<file path="config.mk">
export PLATFORM = sky130hd
export DESIGN_NAME = exe_muldiv_unit_flat
export DESIGN_NICKNAME = d
export VERILOG_FILES = /design/src/rtl/exe_muldiv_unit_if.sv /design/src/rtl/exe_muldiv_unit.sv /design/src/flat_wrapper.sv
export SDC_FILE = /design/constraint.sdc
export NUM_CORES = 1
export LEC_CHECK = 0
export BUFFER_PORTS_ARGS = -buffer_cell sky130_fd_sc_hd__buf_2
export CORE_ASPECT_RATIO = 0.5
export CORE_MARGIN = 2
export CORE_UTILIZATION = 40
export DETAILED_ROUTE_END_ITERATION = 12
export HOLD_SLACK_MARGIN = 0.05
export PLACE_DENSITY = 0.6
export REMOVE_ABC_BUFFERS = 1
export SYNTH_ARGS = -nofsm -noshare
export SYNTH_HDL_FRONTEND = slang
export SYNTH_SLANG_ARGS = --single-unit
</file>
<file path="constraint.sdc">
create_clock -name clk -period 5.7 [get_ports clk]
set_input_delay 1.14 -clock clk [delete_from_list [all_inputs] [get_ports clk]]
set_output_delay 1.14 -clock clk [all_outputs]
set_load 0.005 [all_outputs]
</file>
<file path="src/rtl/exe_muldiv_unit_if.sv">
// EXE-stage multiply/divide request/result bundle. The pipeline side drives the
// request (master); the muldiv unit answers with stall/done/HI/LO (slave).
interface exe_muldiv_unit_if #(
  parameter int DATA_W = 32
);
  // Handshake: start_i is a level request held for as long as the instruction
  // sits in EXE. stall_o is the back-pressure: while it is high the request
  // is being worked on and the pipeline must not advance. done_o pulses for
  // exactly one cycle with hi_o/lo_o valid, and in that cycle stall_o is low,
  // so the instruction leaves EXE. flush_i cancels any request outright.
  logic              start_i;
  logic [1:0]        op_i;
  logic [DATA_W-1:0] src_a_i;
  logic [DATA_W-1:0] src_b_i;
  logic              flush_i;
  logic              stall_o;
  logic              done_o;
  logic [DATA_W-1:0] hi_o;
  logic [DATA_W-1:0] lo_o;
  logic [1:0]        state_dbg;

  modport master (
    output start_i, op_i, src_a_i, src_b_i, flush_i,
    input  stall_o, done_o, hi_o, lo_o, state_dbg
  );

  modport slave (
    input  start_i, op_i, src_a_i, src_b_i, flush_i,
    output stall_o, done_o, hi_o, lo_o, state_dbg
  );
endinterface

</file>
<file path="src/rtl/exe_muldiv_unit.sv">
// Multi-cycle MULT/MULTU/DIV/DIVU engine for the EXE stage (shift-add multiply,
// restoring divide). Define MULDIV_FAST_MULT_EN for a single-cycle multiply.
module exe_muldiv_unit #(
  parameter int DATA_W     = 32,
  parameter int ITER_CNT_W = 6
) (
  input  logic                clk,
  input  logic                rst,
  exe_muldiv_unit_if.slave    bus
);

  typedef enum logic [1:0] {
    S_IDLE = 2'd0,
    S_MUL  = 2'd1,
    S_DIV  = 2'd2,
    S_DONE = 2'd3
  } state_t;

  localparam int RW = 2 * DATA_W;

  state_t                state, state_nxt;
  logic [ITER_CNT_W-1:0] cnt, cnt_nxt;
  logic [RW-1:0]         work_q, work_nxt;
  logic [DATA_W-1:0]     opnd_q;
  logic                  is_div_q;
  logic                  neg_res_q;
  logic                  neg_rem_q;
  logic [DATA_W-1:0]     hi_q, lo_q;
  logic [DATA_W-1:0]     hi_nxt, lo_nxt;
  logic                  res_load;

  logic                  accept;
  logic                  div_by_zero;
  logic                  signed_op;
  logic                  a_neg, b_neg;
  logic [DATA_W-1:0]     abs_a, abs_b;
  logic                  last_iter;

  assign accept      = (state == S_IDLE) & bus.start_i & ~bus.flush_i;
  assign div_by_zero = accept & bus.op_i[1] & (bus.src_b_i == '0);
  assign signed_op   = ~bus.op_i[0];
  assign a_neg       = signed_op & bus.src_a_i[DATA_W-1];
  assign b_neg       = signed_op & bus.src_b_i[DATA_W-1];
  assign abs_a       = a_neg ? (DATA_W'(0) - bus.src_a_i) : bus.src_a_i;
  assign abs_b       = b_neg ? (DATA_W'(0) - bus.src_b_i) : bus.src_b_i;
  assign last_iter   = (cnt == ITER_CNT_W'(DATA_W - 1));

  // work_q layout: multiply keeps {partial product high, remaining multiplier};
  // divide keeps {partial remainder, dividend bits shifting into quotient}.
`ifdef MULDIV_FAST_MULT_EN
  logic [RW-1:0] fast_prod;
  assign fast_prod = RW'(opnd_q) * RW'(work_q[DATA_W-1:0]);
`else
  logic [DATA_W:0] mul_sum;
  logic [RW-1:0]   mul_step;
  assign mul_sum  = {1'b0, work_q[RW-1:DATA_W]} + (work_q[0] ? {1'b0, opnd_q} : '0);
  assign mul_step = {mul_sum, work_q[DATA_W-1:1]};
`endif

  logic [DATA_W:0] div_diff;
  logic [RW-1:0]   div_step;
  assign div_diff = work_q[RW-1:DATA_W-1] - {1'b0, opnd_q};
  assign div_step = div_diff[DATA_W] ? {work_q[RW-2:0], 1'b0}
                                     : {div_diff[DATA_W-1:0], work_q[DATA_W-2:0], 1'b1};

  always_comb begin
    state_nxt = state;
    cnt_nxt   = cnt;
    work_nxt  = work_q;
    res_load  = 1'b0;
    case (state)
      S_IDLE: begin
        if (accept) begin
          cnt_nxt = '0;
          if (div_by_zero) begin
            state_nxt = S_DONE;
            res_load  = 1'b1;
          end else if (bus.op_i[1]) begin
            state_nxt = S_DIV;
            work_nxt  = {{DATA_W{1'b0}}, abs_a};
          end else begin
            state_nxt = S_MUL;
            work_nxt  = {{DATA_W{1'b0}}, abs_b};
          end
        end
      end
      S_MUL: begin
`ifdef MULDIV_FAST_MULT_EN
        work_nxt  = fast_prod;
        state_nxt = S_DONE;
        res_load  = 1'b1;
`else
        work_nxt = mul_step;
        cnt_nxt  = cnt + ITER_CNT_W'(1);
        if (last_iter) begin
          state_nxt = S_DONE;
          res_load  = 1'b1;
        end
`endif
      end
      S_DIV: begin
        work_nxt = div_step;
        cnt_nxt  = cnt + ITER_CNT_W'(1);
        if (last_iter) begin
          state_nxt = S_DONE;
          res_load  = 1'b1;
        end
      end
      S_DONE:  state_nxt = S_IDLE;
      default: state_nxt = S_IDLE;
    endcase
    if (bus.flush_i) begin
      state_nxt = S_IDLE;
      res_load  = 1'b0;
    end
  end

  // Sign correction applied to the final magnitude as it is captured.
  logic [DATA_W-1:0] quo_mag, rem_mag;
  logic [RW-1:0]     prod_fix;
  assign quo_mag  = work_nxt[DATA_W-1:0];
  assign rem_mag  = work_nxt[RW-1:DATA_W];
  assign prod_fix = neg_res_q ? (RW'(0) - work_nxt) : work_nxt;

  always_comb begin
    hi_nxt = prod_fix[RW-1:DATA_W];
    lo_nxt = prod_fix[DATA_W-1:0];
    if (state == S_IDLE) begin
      // Divide by zero: quotient all ones, remainder is the raw dividend.
      hi_nxt = bus.src_a_i;
      lo_nxt = '1;
    end else if (is_div_q) begin
      lo_nxt = neg_res_q ? (DATA_W'(0) - quo_mag) : quo_mag;
      hi_nxt = neg_rem_q ? (DATA_W'(0) - rem_mag) : rem_mag;
    end
  end

  always_ff @(posedge clk or posedge rst) begin
    if (rst) begin
      state     <= S_IDLE;
      cnt       <= '0;
      work_q    <= '0;
      opnd_q    <= '0;
      is_div_q  <= 1'b0;
      neg_res_q <= 1'b0;
      neg_rem_q <= 1'b0;
      hi_q      <= '0;
      lo_q      <= '0;
    end else begin
      state  <= state_nxt;
      cnt    <= cnt_nxt;
      work_q <= work_nxt;
      if (accept) begin
        opnd_q    <= bus.op_i[1] ? abs_b : abs_a;
        is_div_q  <= bus.op_i[1];
        neg_res_q <= a_neg ^ b_neg;
        neg_rem_q <= a_neg;
      end
      if (res_load) begin
        hi_q <= hi_nxt;
        lo_q <= lo_nxt;
      end
    end
  end

  assign bus.stall_o   = accept | (state == S_MUL) | (state == S_DIV);
  assign bus.done_o    = (state == S_DONE) & ~bus.flush_i;
  assign bus.hi_o      = hi_q;
  assign bus.lo_o      = lo_q;
  assign bus.state_dbg = state;

endmodule

</file>
<file path="src/flat_wrapper.sv">
// flat-port wrapper written by rule: the top's interface ports become plain ports
module exe_muldiv_unit_flat 
#(
  parameter int DATA_W     = 32,
  parameter int ITER_CNT_W = 6
)
  (clk, rst, bus_start_i, bus_op_i, bus_src_a_i, bus_src_b_i, bus_flush_i, bus_stall_o, bus_done_o, bus_hi_o, bus_lo_o, bus_state_dbg);
  exe_muldiv_unit_if #(.DATA_W(DATA_W)) bus_i ();
  input  logic clk;
  input  logic rst;
  input wire logic [$bits(bus_i.start_i)-1:0] bus_start_i;
  input wire logic [$bits(bus_i.op_i)-1:0] bus_op_i;
  input wire logic [$bits(bus_i.src_a_i)-1:0] bus_src_a_i;
  input wire logic [$bits(bus_i.src_b_i)-1:0] bus_src_b_i;
  input wire logic [$bits(bus_i.flush_i)-1:0] bus_flush_i;
  output wire logic [$bits(bus_i.stall_o)-1:0] bus_stall_o;
  output wire logic [$bits(bus_i.done_o)-1:0] bus_done_o;
  output wire logic [$bits(bus_i.hi_o)-1:0] bus_hi_o;
  output wire logic [$bits(bus_i.lo_o)-1:0] bus_lo_o;
  output wire logic [$bits(bus_i.state_dbg)-1:0] bus_state_dbg;
  assign bus_i.start_i = bus_start_i;
  assign bus_i.op_i = bus_op_i;
  assign bus_i.src_a_i = bus_src_a_i;
  assign bus_i.src_b_i = bus_src_b_i;
  assign bus_i.flush_i = bus_flush_i;
  assign bus_stall_o = bus_i.stall_o;
  assign bus_done_o = bus_i.done_o;
  assign bus_hi_o = bus_i.hi_o;
  assign bus_lo_o = bus_i.lo_o;
  assign bus_state_dbg = bus_i.state_dbg;
  exe_muldiv_unit #(.DATA_W(DATA_W), .ITER_CNT_W(ITER_CNT_W)) u_core (.clk(clk), .rst(rst), .bus(bus_i));
endmodule
</file>
==> results.txt <==
The power per unit of standard cell area came out at 552.1 nW/µm². The maximum number of pins on one net before global-route repair is 108. The arithmetic-cell share of the synthesized area counting full adders, half adders and majority gates is 6.032%. The number of cells traversed by the worst hold path came out at 2. Of the post-synthesis cell area, the part taken by muxes is 1.558%. The setup clock skew after layout is 0.01217 ns.

Adding up every negative setup slack in the final design gives 0 ns. The maximum clock path buffer count came out at 2. The number of instances in the synthesized netlist is 2123.

The first global-routing pass estimated 105200 µm of wire. The share of post-route cells with drive strength above 1 is 18.60%. The post-route antenna net violation count is 0. Leaving out fill and tap cells, the most frequent cells in the layout are sky130_fd_sc_hd__buf_4, sky130_fd_sc_hd__nand2_1, sky130_fd_sc_hd__a21oi_1, sky130_fd_sc_hd__o21ai_0, sky130_fd_sc_hd__dfrtp_1. The cell count after placement is 2906. Sorting the synthesized cells by area gives the leading types as sky130_fd_sc_hd__dfrtp_1, sky130_fd_sc_hd__a21oi_1, sky130_fd_sc_hd__ha_1.

The final routed wirelength across all metal layers came out at 69790 µm. Setup repair after global routing left no endpoint under its margin. Setup violations remaining at the end of the flow were counted as 0.

Leaving out fill and tap cells, the most frequent cell in the layout is sky130_fd_sc_hd__buf_4. The run finished with clean final reports. The prevailing post-synth register cell is sky130_fd_sc_hd__dfrtp_1. The synthesized netlist contains 89 unique library cells. The fraction of post-synthesis cell area in the top cell type by area is 26.38%. The signal arrival time at the worst endpoint is 5.84 ns. The worst reg-to-reg setup slack came out at 0.25 ns.

The instance area after placement came out at 18930 µm². In this run, post-CTS repair resized a total of 0 instances. The share of the clock period used by the worst path after layout is 96.10%. In this run the most critical hold path is launched from u_core.bus.hi_o[7]. For this configuration, the core starts out at a cell density of 40.34%. The tool flagged a number of max-cap violations equal to 0. The worst hold path terminates at u_core.bus.hi_o[7]. The filler cells instantiated in the layout total 4095. The number of buffers inserted by port buffering came out at 137. The maximum level of the CTS H-tree came out at 4. The post-synthesis compound-gate area fraction came out at 28.97%. Summing every instance area after synthesis gives 16220 µm².

The endpoint of the lowest-slack register-to-register path is u_core.bus.hi_o[28]. The final-report max-slew violation count is 0. The area growth from synthesis to layout came out at 20.82%. The type of the most critical hold path is flop to flop. Of the total synthesized cell area, the portion taken by XOR and XNOR cells is 8.153%. The worst slew margin relative to its limit came out at 34.61%. The simple-gate area share of the yosys netlist is 23.82%. The buffer type at the clock tree root is sky130_fd_sc_hd__clkbuf_16. The area of the die came out at 42280 µm². The number of synthesized flops with an enable pin came out at 0. The number of DRC violations after detailed routing came out at 0. The number of antenna violations at the first check in global routing was 5.

The sort of element at the end of the critical path is a flop. The transition time of the tightest slew-check pin came out at 0.9749 ns. The floorplan step set the die height to 146.4 µm. Global routing finished with a remaining overflow of 0. The placeable core area is 40210 µm². CTS saw 171 sinks. The start of the worst register-to-register path is u_core.work_q[31]. The number of placement rows came out at 52.

The total via count in the routed design is 18000. Sequential cells were found to cover 26.38% of the synthesized design area. The achievable clock frequency is 0.1826 GHz.

In the final routed layout, each cell accounts on average for 23.70 µm. The biggest area contributor in the post-synthesis netlist is sky130_fd_sc_hd__dfrtp_1. Excluding fillers, the count of instances in the completed layout stands at 2945. The final RePlAce weighted congestion is 1.001.

For this run, the number of Yosys warnings is 0. The final design instance area without fill is 19600 µm². The total leakage power came out at 8.768 nW. Of all nets on the critical path, the largest fanout is 5. By startpoint and endpoint, the worst setup path is classified as primary input to flop. The number of violations reported at the end of detailed-routing iteration 0 came out at 2448. The fraction of registers with async set/reset came out at 100.0%.

The number of primary I/O pins came out at 138. IR analysis of the VDD net gives a maximum drop of 0.2702 mV. The CTS tree is done. In this run the mean area of a mapped cell was 7.641 µm². The final layout contains 2532 nets. The required time of the critical path is 6.06 ns. The number of CTS-inserted buffers came out at 17. The core utilization of the finished layout is 48.74%.

The design draws 10.82 mW. The number of global-route vias before repair is 16870. In the routed layout, each cell is associated on average with a via count of 6.112. The placed wire-length estimate after detailed placement came out at 54940 µm. The final-report hold violation count is 0. For the worst flop-to-flop path, the logic depth is 20. The total global-route track usage came out at 32.78%.

STA classifies the critical path startpoint as a primary input. The clock network latency to the later pin of the worst-skew pair came out at 0.48 ns. By area, the combinational part of the netlist is dominated by compound AO/OA/AOI/OAI gates.

The chip width came out at 288.8 µm. The total iterations of the first detailed-routing run is 9. The post-layout minimum cycle time is 5.477 ns. For this design, the CTS-stage hold fixing added 0 buffers.

Buffers added to address setup during post-CTS repair amount to 0. Counting flops and latches in the post-synthesis netlist gives 171. The clock transition at the registers of the reported paths is 0.08 ns.
per-stage QoR:
step           hold WS, ns  setup slack (ns)
6_report            0.4791            0.2226
5_1_grt             0.5075           0.02361
4_1_cts             0.4889            0.1711
3_5_place_dp        0.4700           -0.2647
3_3_place_gp        0.4683           -0.2521
2_1_floorplan       0.4623            -1.734
registers in the layout, indices dropped and copies added, names as in the netlist:
register              flops
u_core.bus.state_dbg      2
u_core.work_q            64
u_core.neg_res_q          1
u_core.bus.lo_o          32
u_core.cnt                6
u_core.opnd_q            32
u_core.neg_rem_q          1
u_core.bus.hi_o          32
u_core.is_div_q           1
how the worst max path moves through the flow:
stage                     cells after the start                   to  slack (ns)                     from
after floorplan                              10  u_core.bus.hi_o[21]       -1.73  u_core.bus.state_dbg[0]
after global placement                       16  u_core.bus.hi_o[12]       -0.25          bus_src_b_i[31]
after detailed placement                     16  u_core.bus.hi_o[12]       -0.26          bus_src_b_i[31]
after CTS                                    19  u_core.bus.hi_o[12]        0.17        u_core.work_q[46]
after global routing                         19  u_core.bus.hi_o[12]        0.02        u_core.work_q[40]
final                                        15  u_core.bus.hi_o[28]        0.22          bus_src_b_i[31]
synthesized netlist by cell type, types with 13 or more instances:
cell	number
sky130_fd_sc_hd__a211oi_1	17
sky130_fd_sc_hd__a21o_1	30
sky130_fd_sc_hd__a21oi_1	195
sky130_fd_sc_hd__a221o_1	13
sky130_fd_sc_hd__a221oi_1	21
sky130_fd_sc_hd__a22oi_1	22
sky130_fd_sc_hd__a31oi_1	28
sky130_fd_sc_hd__and2_1	46
sky130_fd_sc_hd__and3_1	25
sky130_fd_sc_hd__buf_1	15
sky130_fd_sc_hd__clkbuf_1	105
sky130_fd_sc_hd__dfrtp_1	171
sky130_fd_sc_hd__ha_1	75
sky130_fd_sc_hd__inv_1	83
sky130_fd_sc_hd__mux2i_1	23
sky130_fd_sc_hd__nand2_1	200
sky130_fd_sc_hd__nand2b_1	22
sky130_fd_sc_hd__nand3_1	61
sky130_fd_sc_hd__nand4_1	34
sky130_fd_sc_hd__nor2_1	167
sky130_fd_sc_hd__nor2b_1	19
sky130_fd_sc_hd__nor3_1	55
sky130_fd_sc_hd__nor4_1	26
sky130_fd_sc_hd__o211ai_1	36
sky130_fd_sc_hd__o21ai_0	178
sky130_fd_sc_hd__o21bai_1	14
sky130_fd_sc_hd__o31ai_1	28
sky130_fd_sc_hd__o41ai_1	14
sky130_fd_sc_hd__or3_1	32
sky130_fd_sc_hd__or4_1	15
sky130_fd_sc_hd__xnor2_1	84
sky130_fd_sc_hd__xor2_1	67
logic make-up after synthesis:
family | count (synthesis)
and+or+nand+nor | 761
AOI/OAI and AO/OA | 724
DFF | 171
adders and majority gates | 77
buffers and inverters | 214
muxes | 25
xor gates and xnor gates | 151
area by class of cell:
class,instances,area [µm²],share of cell area [%]
Antenna cell,7,17.52,0.08938
Clock buffer,17,425.4,2.171
Clock inverter,15,202.7,1.034
Inverter,86,327.8,1.673
Multi-Input combinational cell,1738,11180,57.04
Sequential cell,171,4279,21.83
Tap cell,540,675.6,3.447
Timing Repair Buffer,371,2492,12.72
where the power goes:
part | total, mW | switching (mW) | leakage, nW | internal (mW)
sequential | 1.90 | 0.354 | 2.19 | 1.55
combinational | 7.62 | 4.60 | 6.27 | 3.02
clock | 1.30 | 0.624 | 0.303 | 0.672
routing by layer:
layer / routed length [µm] / share of wire (%) / GRT usage [%] / vias to the layer above
met5: 7 / 0.010 / 0 / -
li1: - / - / - / 8391
met2: 30020 / 43 / 49.15 / 811
met3: 6724 / 9.6 / 7.016 / 115
met1: 31200 / 45 / 47.35 / 8682
met4: 1827 / 2.6 / 9.046 / 2
critical path, cell delays in order:
cell,delay (ns)
sky130_fd_sc_hd__buf_2,0.15
sky130_fd_sc_hd__nor4_1,0.69
sky130_fd_sc_hd__buf_4,0.24
sky130_fd_sc_hd__and4_1,0.23
sky130_fd_sc_hd__nand3_1,0.11
sky130_fd_sc_hd__a31o_2,0.27
sky130_fd_sc_hd__o2111a_1,0.16
sky130_fd_sc_hd__or4_4,0.53
sky130_fd_sc_hd__or4_4,0.43
sky130_fd_sc_hd__or4_1,0.55
sky130_fd_sc_hd__o31a_1,0.40
sky130_fd_sc_hd__or3_1,0.43
sky130_fd_sc_hd__or3_1,0.31
sky130_fd_sc_hd__a21oi_1,0.14
sky130_fd_sc_hd__a21oi_1,0.06
(Power assumes the default switching activity.)
